## src/rtl/operand_fetch.sv

```systemverilog
// Operand-fetch / issue stage: reads the register file, tracks pending
// destination writes in a busy scoreboard, and issues into one output slot.
module operand_fetch #(
   parameter int unsigned RegisterCount = 32
) (
   input  logic                          clk_i,
   input  logic                          rst_i,
   input  logic                          in_valid_i,
   output logic                          in_ready_o,
   input  logic [4:0]                    in_rs1_i,
   input  logic [4:0]                    in_rs2_i,
   input  logic [4:0]                    in_rd_i,
   input  logic                          in_rd_write_i,
   input  logic [31:0]                   in_pc_i,
   output logic [1:0][4:0]               rf_read_address_o,
   input  logic [1:0][31:0]              rf_read_data_i,
   input  logic                          wb_enable_i,
   input  logic [4:0]                    wb_address_i,
   input  logic                          flush_i,
   output logic                          out_valid_o,
   input  logic                          out_ready_i,
   output logic [31:0]                   out_rs1_data_o,
   output logic [31:0]                   out_rs2_data_o,
   output logic [4:0]                    out_rd_o,
   output logic                          out_rd_write_o,
   output logic [31:0]                   out_pc_o,
   output logic [RegisterCount-1:0]      busy_o,
   output logic [31:0]                   stall_count_o
);

   localparam int unsigned CountW = 32;

   logic [RegisterCount-1:0] clear_c;
   logic [RegisterCount-1:0] eff_busy_c;
   logic [RegisterCount-1:0] busy_n_c;
   logic                     hazard_c;
   logic                     slot_free_c;
   logic                     accept_c;
   logic                     stall_c;

   assign rf_read_address_o[0] = in_rs1_i;
   assign rf_read_address_o[1] = in_rs2_i;

   // Retiring writeback lifts the hazard in the same cycle; the RF forwards the data.
   always_comb begin
      clear_c = '0;
      if (wb_enable_i && wb_address_i != '0) clear_c[wb_address_i] = 1'b1;
   end

   assign eff_busy_c  = busy_o & ~clear_c;
   assign hazard_c    = eff_busy_c[in_rs1_i] | eff_busy_c[in_rs2_i]
                      | (in_rd_write_i & eff_busy_c[in_rd_i]);
   assign slot_free_c = !out_valid_o || out_ready_i;
   assign in_ready_o  = !hazard_c && slot_free_c && !flush_i;
   assign accept_c    = in_valid_i && in_ready_o;
   assign stall_c     = in_valid_i && !in_ready_o;

   // Flushed slot releases its destination so nothing waits on a write that never comes.
   always_comb begin
      busy_n_c = eff_busy_c;
      if (flush_i && out_valid_o && out_rd_write_o) busy_n_c[out_rd_o] = 1'b0;
      if (accept_c && in_rd_write_i && in_rd_i != '0) busy_n_c[in_rd_i] = 1'b1;
      busy_n_c[0] = 1'b0;
   end

   always_ff @(posedge clk_i or posedge rst_i) begin
      if (rst_i) begin
         busy_o         <= '0;
         stall_count_o  <= '0;
         out_valid_o    <= 1'b0;
         out_rs1_data_o <= '0;
         out_rs2_data_o <= '0;
         out_rd_o       <= '0;
         out_rd_write_o <= 1'b0;
         out_pc_o       <= '0;
      end else begin
         busy_o <= busy_n_c;
         if (stall_c && stall_count_o != '1) stall_count_o <= stall_count_o + CountW'(1);
         if (flush_i) begin
            out_valid_o <= 1'b0;
         end else if (accept_c) begin
            out_valid_o    <= 1'b1;
            out_rs1_data_o <= rf_read_data_i[0];
            out_rs2_data_o <= rf_read_data_i[1];
            out_rd_o       <= in_rd_i;
            out_rd_write_o <= in_rd_write_i;
            out_pc_o       <= in_pc_i;
         end else if (out_ready_i) begin
            out_valid_o <= 1'b0;
         end
      end
   end

`ifndef SYNTHESIS
   a_x0_never_busy: assert property (@(posedge clk_i) disable iff (rst_i) busy_o[0] == 1'b0);
   a_no_accept_on_hazard: assert property (@(posedge clk_i) disable iff (rst_i)
      !(accept_c && hazard_c));
   a_backpressure_stable: assert property (@(posedge clk_i) disable iff (rst_i)
      (out_valid_o && !out_ready_i && !flush_i) |=>
         (out_valid_o && $stable(out_pc_o) && $stable(out_rs1_data_o)
          && $stable(out_rs2_data_o) && $stable(out_rd_o) && $stable(out_rd_write_o)));
`endif

endmodule

```

## config.mk

```make
export PLATFORM = sky130hd
export DESIGN_NAME = operand_fetch
export DESIGN_NICKNAME = d
export VERILOG_FILES = /design/src/rtl/operand_fetch.sv
export SDC_FILE = /design/constraint.sdc
export NUM_CORES = 1
export LEC_CHECK = 0
export ABC_AREA = 1
export CAP_MARGIN = 20
export CORE_MARGIN = 2
export CORE_UTILIZATION = 45
export DETAILED_ROUTE_END_ITERATION = 16
export PLACE_DENSITY = 0.82
export SLEW_MARGIN = 40
export SYNTH_ARGS = -nofsm -noshare
export SYNTH_HDL_FRONTEND = slang
export SYNTH_SLANG_ARGS = --single-unit
```

## constraint.sdc

```tcl
create_clock -name clk_i -period 10.8 [get_ports clk_i]
set_clock_uncertainty 0.15 [all_clocks]
set_input_delay 1.62 -clock clk_i [delete_from_list [all_inputs] [get_ports clk_i]]
set_output_delay 1.62 -clock clk_i [all_outputs]
set_load 0.1 [all_outputs]
```

==> run summary, run 1 <==
The maximum cell stage delay along the critical path was 860 ps; the horizontal die dimension was 144 um. The area share of the largest cell type after synthesis came out at 0.468. Across the whole layout, storage elements account for 0.00415 mm^2.

The critical path starts at in_rs2_i[0]. Layout filler cell count: 1801. In this run the remaining antenna-violating nets after routing total 0. The share of the clock period used by the worst path after layout is 0.577, and the boundary pin count is 301. In the final timing run, aggregate negative setup slack is 0 ps. The end of the worst register-to-register path was out_pc_o[23]. The worst setup path is captured at an output pin.

The tools report the total die area as 0.0209 mm^2. In this run, synthesis inferred 0 flip-flops with an integrated enable. The tools report the final setup slack of the worst path as 4570 ps. The total of buffers placed on input and output ports is 299. TritonCTS built the clock tree.

Post-CTS repair changed the size of 0 cells. The first global-routing pass estimated 47400 um of wire. Register clock-pin slew on the reported worst setup and hold paths: 70 ps. The number of stages on the worst setup path works out to 12. For the global router's overall resource usage, the log shows 0.294.

For the number of warnings printed during yosys synthesis, the log shows 0. The predominant post-synthesis flop cell is dfrtp_1. After synthesis, the cell types taking the most area are dfrtp_1 (47%), nand2_1 (25%), nand3_1 (7.9%), nor2_1 (3.3%), inv_1 (2.5%).

Clock tree synthesis selected as its root buffer the cell clkbuf_16. Largest buffer count on any clock path: 2. Setup repair after global routing left no endpoint under its margin. Measured slew at the worst slew-check pin: 779 ps. The tools report the number of global-route vias before repair as 8824. Buffers inserted to repair hold after CTS numbered 0. At the end of routability-driven placement, the weighted congestion stood at 0.958. The worst endpoint required time was 9030 ps. The first-pass detailed-route iteration total came out at 5.

A synthesized cell averages 7.17 um^2. The headroom to the max-slew limit came out at 0.481. The number of levels in the clock H-tree is 4, and the number of core rows is 51. For this design the static power due to leakage is 0.00628 uW. The logs give 9252 for the overall via count from detail_route and 0 for the total global routing overflow. The smallest clock period supported by the final layout is computed as 6230 ps. After the last flow step, the layout net total stands at 1631.

The run gives 0.0117 mm^2 as the final non-filler cell area. For this run, the top clock speed supported by timing is 0.160 GHz. The path type of the worst min-delay path was reg2reg. On the critical path the largest part of the delay comes from buffers and inverters. IR analysis of the VDD net gives a maximum drop of 255 uV.

The critical path is of the in2out type. The most critical setup path has its endpoint at in_ready_o. The relative area change from synthesis to final layout came out at 31.5%. Number of buffer and inverter instances along the worst setup path: 4.

The vias per cell is 5.18. The startpoint identified for the worst register-to-register timing path is busy_o[19]. The run gives 0 as the number of max-slew violations in the final report.

Clock sink count: 166. The worst setup path is launched from a primary input. For the worst flop-to-flop path, the logic depth is 14.

The largest area contributor in the synthesized netlist is dfrtp_1. Once placement finished, the instance area stood at 0.0111 mm^2. The fraction of final layout cells with drive strength greater than 1 is 0.155.

In the synthesized netlist, the cells that appear most often are nand2_1 (594), dfrtp_1 (166), nand3_1 (140). Across the run, the number of max-cap violations was 0. The core region area came out at 0.0194 mm^2. Wire length per cell after detailed routing: 17.0 um.

Cell with the most instances after synthesis: nand2_1. For the arrival time at the worst endpoint, the log shows 4460 ps. In the routed design, unresolved DRC markers number 0. Synthesis produced a netlist with a net count of 1363. Initial core utilization: 0.458.

Critical-path cell with the highest stage delay: clkdlybuf4s50_1. Most numerous cell on the critical path: nand3_1. The tools report the share of the yosys chip area belonging to registers as 0.468. Once detailed placement completed, the half-perimeter wirelength came to 22500 um. At the later pin of the worst-skew pair, clock insertion delay measures 440 ps. The power density over the cells is 266 mW/mm^2.

The signal on the critical path passes through clkdlybuf4s50_1 > inv_1 > nand3_1 > nand3_1 > nand3_1 > nand2_1 > nand2_1 > nand3_1 > a21oi_1 > nand2_1 > inv_1 > buf_2. Synthesis instantiated 27 different standard cells from the library. Setup violations remaining at the end of the flow were counted as 0. The DRC violation total after the first TritonRoute iteration was 577. Synthesis handed over a netlist of 1239 instances. The die boundary height was 144 um. The routed design has 30400 um of wire. In the final layout, the multi-input gates occupy 0.00418 mm^2. The pin count of the biggest net entering global routing came out at 111. The logs give 0 for the number of setup buffers added after CTS and 4600 ps for the worst setup timing slack at the placement stage.

The final number of hold-violating endpoints was 0; the netlist area before placement was 0.00888 mm^2. The number of antenna violations at the first check in global routing is 0, and the register-to-register setup slack is 7570 ps. Synthesis inferred 166 register bits. Counting the buffers created by CTS gives 17. The maximum fanout along the worst path works out to 17. The flow ran to the end, and the final reports show no timing, DRC or antenna violations. The share of flip-flops with an asynchronous set or reset after synthesis works out to 1.00.
[stage by stage]
stage / total power [uW] / hold slack, ps / instances / utilization
floorplan: 2170 / 829 / 1239 / -
global placement: 2620 / 311 / 1753 / 0.616
detailed placement: 2480 / 310 / 1753 / 0.571
CTS: 3110 / 329 / 1785 / 0.602
global route: 3220 / 340 / 1785 / 0.602
finish: 3100 / 323 / 1786 / 0.602
[cell families (layout without fill, tap and decap cells)]
logic type / count (synthesis) / in the layout / share of synthesized area
AND/OR/NAND/NOR: 852 / 852 / 0.391
adder cells (fa/ha/maj): 1 / 1 / 0.00141
other: 1 / 2 / 0.000422
XOR/XNOR: 31 / 31 / 0.0306
flip-flops: 166 / 166 / 0.468
buffers and inverters: 123 / 404 / 0.0636
AO/OA/AOI/OAI: 65 / 65 / 0.0450
[where the power goes]
group	leakage [uW]	switching [uW]	internal, uW
logic	0.00384	1380	233
clock network	0.000290	293	332
registers	0.00216	102	765
total	0.00628	1770	1330
[worst min-delay path by stage]
stage	startpoint	slack, ps	cells past startpoint	endpoint
6_report	out_pc_o[23]	320	2	out_pc_o[23]
5_1_grt	out_rs1_data_o[2]	340	2	out_rs1_data_o[2]
4_1_cts	out_pc_o[23]	330	2	out_pc_o[23]
3_5_place_dp	out_pc_o[0]	310	2	out_pc_o[0]
3_3_place_gp	out_rs2_data_o[5]	310	2	out_rs2_data_o[5]
2_1_floorplan	out_rs1_data_o[0]	830	2	out_rs1_data_o[0]
[worst min-delay path, stage by stage, from the launching register on]
cell,delay (ps)
dfrtp_1,340
nand2_1,50
nand2_1,50
[state kept, by name, indices dropped and copies added, names as in the netlist]
name	count
out_rs2_data_o	32
busy_o	31
out_rd_o	5
out_valid_o	1
out_rs1_data_o	32
stall_count_o	32
out_pc_o	32
out_rd_write_o	1
[final cells by class]
| class | instances | area share |
|---|---|---|
| repair buffers | 304 | 0.184 |
| well taps | 265 | 0.0284 |
| flip-flops and latches | 166 | 0.356 |
| clock inverters | 15 | 0.0149 |
| clock buffers | 17 | 0.0364 |
| multi-input cells | 950 | 0.358 |
| diodes | 1 | 0.000214 |
| inverters | 68 | 0.0225 |
[placed cells by master (no fill, tap or decap), drive strengths merged]
cell,instances
nand2,595
buf,182
dfrtp,166
nand3,141
clkdlybuf4s50,122
nor2,86
inv,76
o21ai,33
o21bai,28
xor2,22
clkbuf,17
nor3,13
xnor2,9
nor4,9
nand4,8
clkinv,4
a21oi,3
clkinvlp,2
diode,1
o41ai,1
ha,1
conb,1
bufinv,1
[metal layers]
layer  wire [um]  GRT usage  vias up
li1            -          -     4432
met1       12300      0.379     4292
met2       14300      0.470      457
met3        2680     0.0791       71
met4        1070      0.118        0
met5           0          0        -
Note: power is estimated with default switching activity, not from simulation.
==> run 2: changes to the inputs <==
Settings changed: CORE_UTILIZATION 45 to 42, PLACE_DENSITY 0.82 to 0.81.
Clock period 10.8 ns to 5.4 ns, I/O delays scaled along.
==> run 2 against run 1 <==
Worst setup slack worse by 3800 ps. Cell area grew 0.54%. First-iteration DRC count is 10% higher. Non-clock buffer count increased by 3. Sequential cell count stayed put. Largest cell class unchanged.
==> run summary, run 2 (synthesis results as in run 1) <==
The run finished with clean final reports. The tools report the number of levels in the clock H-tree as 4. The tools report the cell at the root of the clock tree as clkbuf_16.

For the final cell count without fillers, the log shows 1799. The completed layout was analyzed and its total power is 6240 uW. Counting the buffers created by CTS gives 17. Leakage component of the power: 0.00630 uW.

The most numerous cell on the critical path was nand3_1. The die boundary height works out to 149 um. Across all layers, the routed design uses 9301 vias.

The share of the clock period used by the worst path after layout works out to 0.863. For the max-capacitance violation count, the log shows 0. The detailed router finished its first iteration with 637 violations.

The share of total power consumed by net switching was 0.561; the number of core rows was 53. The path type of the worst min-delay path was reg2reg. Setup repair after global routing left no endpoint under its margin.

The total area inside the core boundary comes to 0.0209 mm^2. The die covers 0.0223 mm^2. For the final setup TNS, the log shows 0 ps. The worst endpoint required time is 4440 ps, and the measured slew at the worst slew-check pin is 855 ps. The number of global-route vias before repair was 8865. The total overflow left after global routing is 0. 301 I/O pins were placed. The kind of start point of the critical path was a primary input. The run gives 0.562 as the final design utilization. IR analysis of the VDD net gives a maximum drop of 419 uV. The number of max-slew violations in the final report came out at 0.

For this run, the slowest stage of the critical path takes 910 ps. For this design, the sink count on the clock tree is 166. The clock latency of the later-clocked register in the worst-skew pair was 430 ps; the fraction of final layout cells with drive strength greater than 1 was 0.156.

The headroom to the max-slew limit was 0.428; the top achievable clock speed was 0.215 GHz. Gates resized during post-CTS repair numbered 0. Power spread over the standard cell area amounts to 532 mW/mm^2. The power share of the clock group is 0.205. The critical-path cell with the highest stage delay is clkdlybuf4s50_1. For this run, the post-layout net count is 1634.

The relative contribution of sequential cells to total power is 0.279, and the number of buffer and inverter instances along the worst setup path is 4. In this run the remaining antenna-violating nets after routing total 0. After clock tree synthesis, the setup repair step added 0 buffers. The combinational share of power is 0.516. The routed design could run at a clock period as short as 4660 ps. Traced cell by cell, the critical path runs through clkdlybuf4s50_1 > inv_1 > nand3_1 > nand3_1 > nand3_1 > nand2_1 > nand2_1 > nand3_1 > a21oi_1 > nand2_1 > inv_1 > buf_4. The count of placed standard cells including taps was 1766; the maximum fanout along the worst path was 17. For the final number of hold-violating endpoints, the log shows 0.

The tools report the kind of end point of the critical path as an output pin. Setup violations remaining at the end of the flow were counted as 0. No sink is reached through more buffers than the 2 on the longest clock path.

Hold repair after CTS inserted 0 buffers. Post-detailed-placement half-perimeter wirelength: 22800 um. The horizontal die dimension is 149 um. The top cell types in the final layout, fill and taps aside, are nand2_1 (593), buf_2 (176), dfrtp_1 (166), nand3_1 (139), clkdlybuf4s50_1 (122).

The total of buffers placed on input and output ports was 299. STA puts the critical path data arrival time at 3700 ps. The wire length per cell after detailed routing came out at 17.0 um. Entering global routing, the biggest net connects 110 pins. The library cell used most frequently in the layout, excluding fill and tap cells, is nand2_1.

The cell type group with the largest total delay on the critical path was buffers and inverters. Cell internal power was estimated by the tool at 2740 uW. Initial core utilization: 0.425. The tools report the minimum hold slack as 324 ps.

Before antenna repair, the detailed router went through 6 iterations. The relative area change from synthesis to final layout is 32.2%, and the vias per cell is 5.17. The global router's overall resource usage is 0.275, and the net switching power figure is 3500 uW. The tools report the number of antenna violations at the first check in global routing as 0. TritonCTS built the clock tree. The wire length of the first global-routing pass is 47900 um, and the final routed wirelength across all metal layers is 30600 um.

After clock tree synthesis, the clock-pin slew on the worst setup and hold paths is 70 ps. The type of the setup path with the least slack was in2out. After detailed routing, the number of remaining DRC violations is 0.

Routability-driven placement finished with a final weighted congestion of 1.00.
## run 2: cell types whose count changed in the layout (fill, tap and decap cells not counted)
cell / previous run / this run
buf_4: 3 / 7
clkinv_8: 2 / 1
buf_6: 2 / 1
buf_12: 0 / 1
bufinv_16: 1 / 3
clkinv_4: 0 / 2
buf_2: 177 / 176
diode_2: 1 / 2
inv_6: 4 / 5
inv_8: 6 / 1
## run 2: layer usage
metal / part of all wire / global-route usage
met2: 0.47 / 0.441
met1: 0.39 / 0.353
met4: 0.032 / 0.103
met5: 0 / 0
met3: 0.10 / 0.0820
## run 2: final cells by class
| class | count | area [um^2] |
|---|---|---|
| fillers | 1971 | 9150 |
| clock inverters | 14 | 191 |
| diodes | 2 | 5.00 |
| flip-flops and latches | 166 | 4150 |
| repair buffers | 307 | 2190 |
| well taps | 275 | 344 |
| clock buffers | 17 | 425 |
| inverters | 68 | 259 |
| multi-input cells | 950 | 4180 |
## run 2: worst paths after layout
path / from / to / slack (ps) / cells past startpoint
setup / recovery: in_rs2_i[0] / in_ready_o / 740 / 12
hold / removal: out_pc_o[22] / out_pc_o[22] / 320 / 2
setup reg to reg: stall_count_o[1] / stall_count_o[23] / 2620 / 14
hold reg to reg: out_pc_o[22] / out_pc_o[22] / 320 / 2
max in group asynchronous: rst_i / out_pc_o[20] / 3360 / 3
min in group asynchronous: rst_i / out_rs1_data_o[2] / 670 / 2
## run 2: metrics by stage
stage               setup slack (ps)  cell area (um^2)
global placement                 741             12000
detailed placement               794             11100
global route                     489             11700
finish                           741             11700
CTS                              785             11700
floorplan                       1960              8880
## run 2: tightest hold or removal path, cell delays in order (launching register included)
cell and delay (ps):
dfrtp_1 340, nand2_1 50, nand2_1 60
## run 2: power by group through the flow
stage               Combinational, uW  Clock [uW]  Sequential (uW)
floorplan                         503           0             3850
global placement                 3490           0             1760
detailed placement               3230           0             1750
CTS                              3230        1300             1740
global route                     3340        1350             1780
finish                           3220        1280             1740
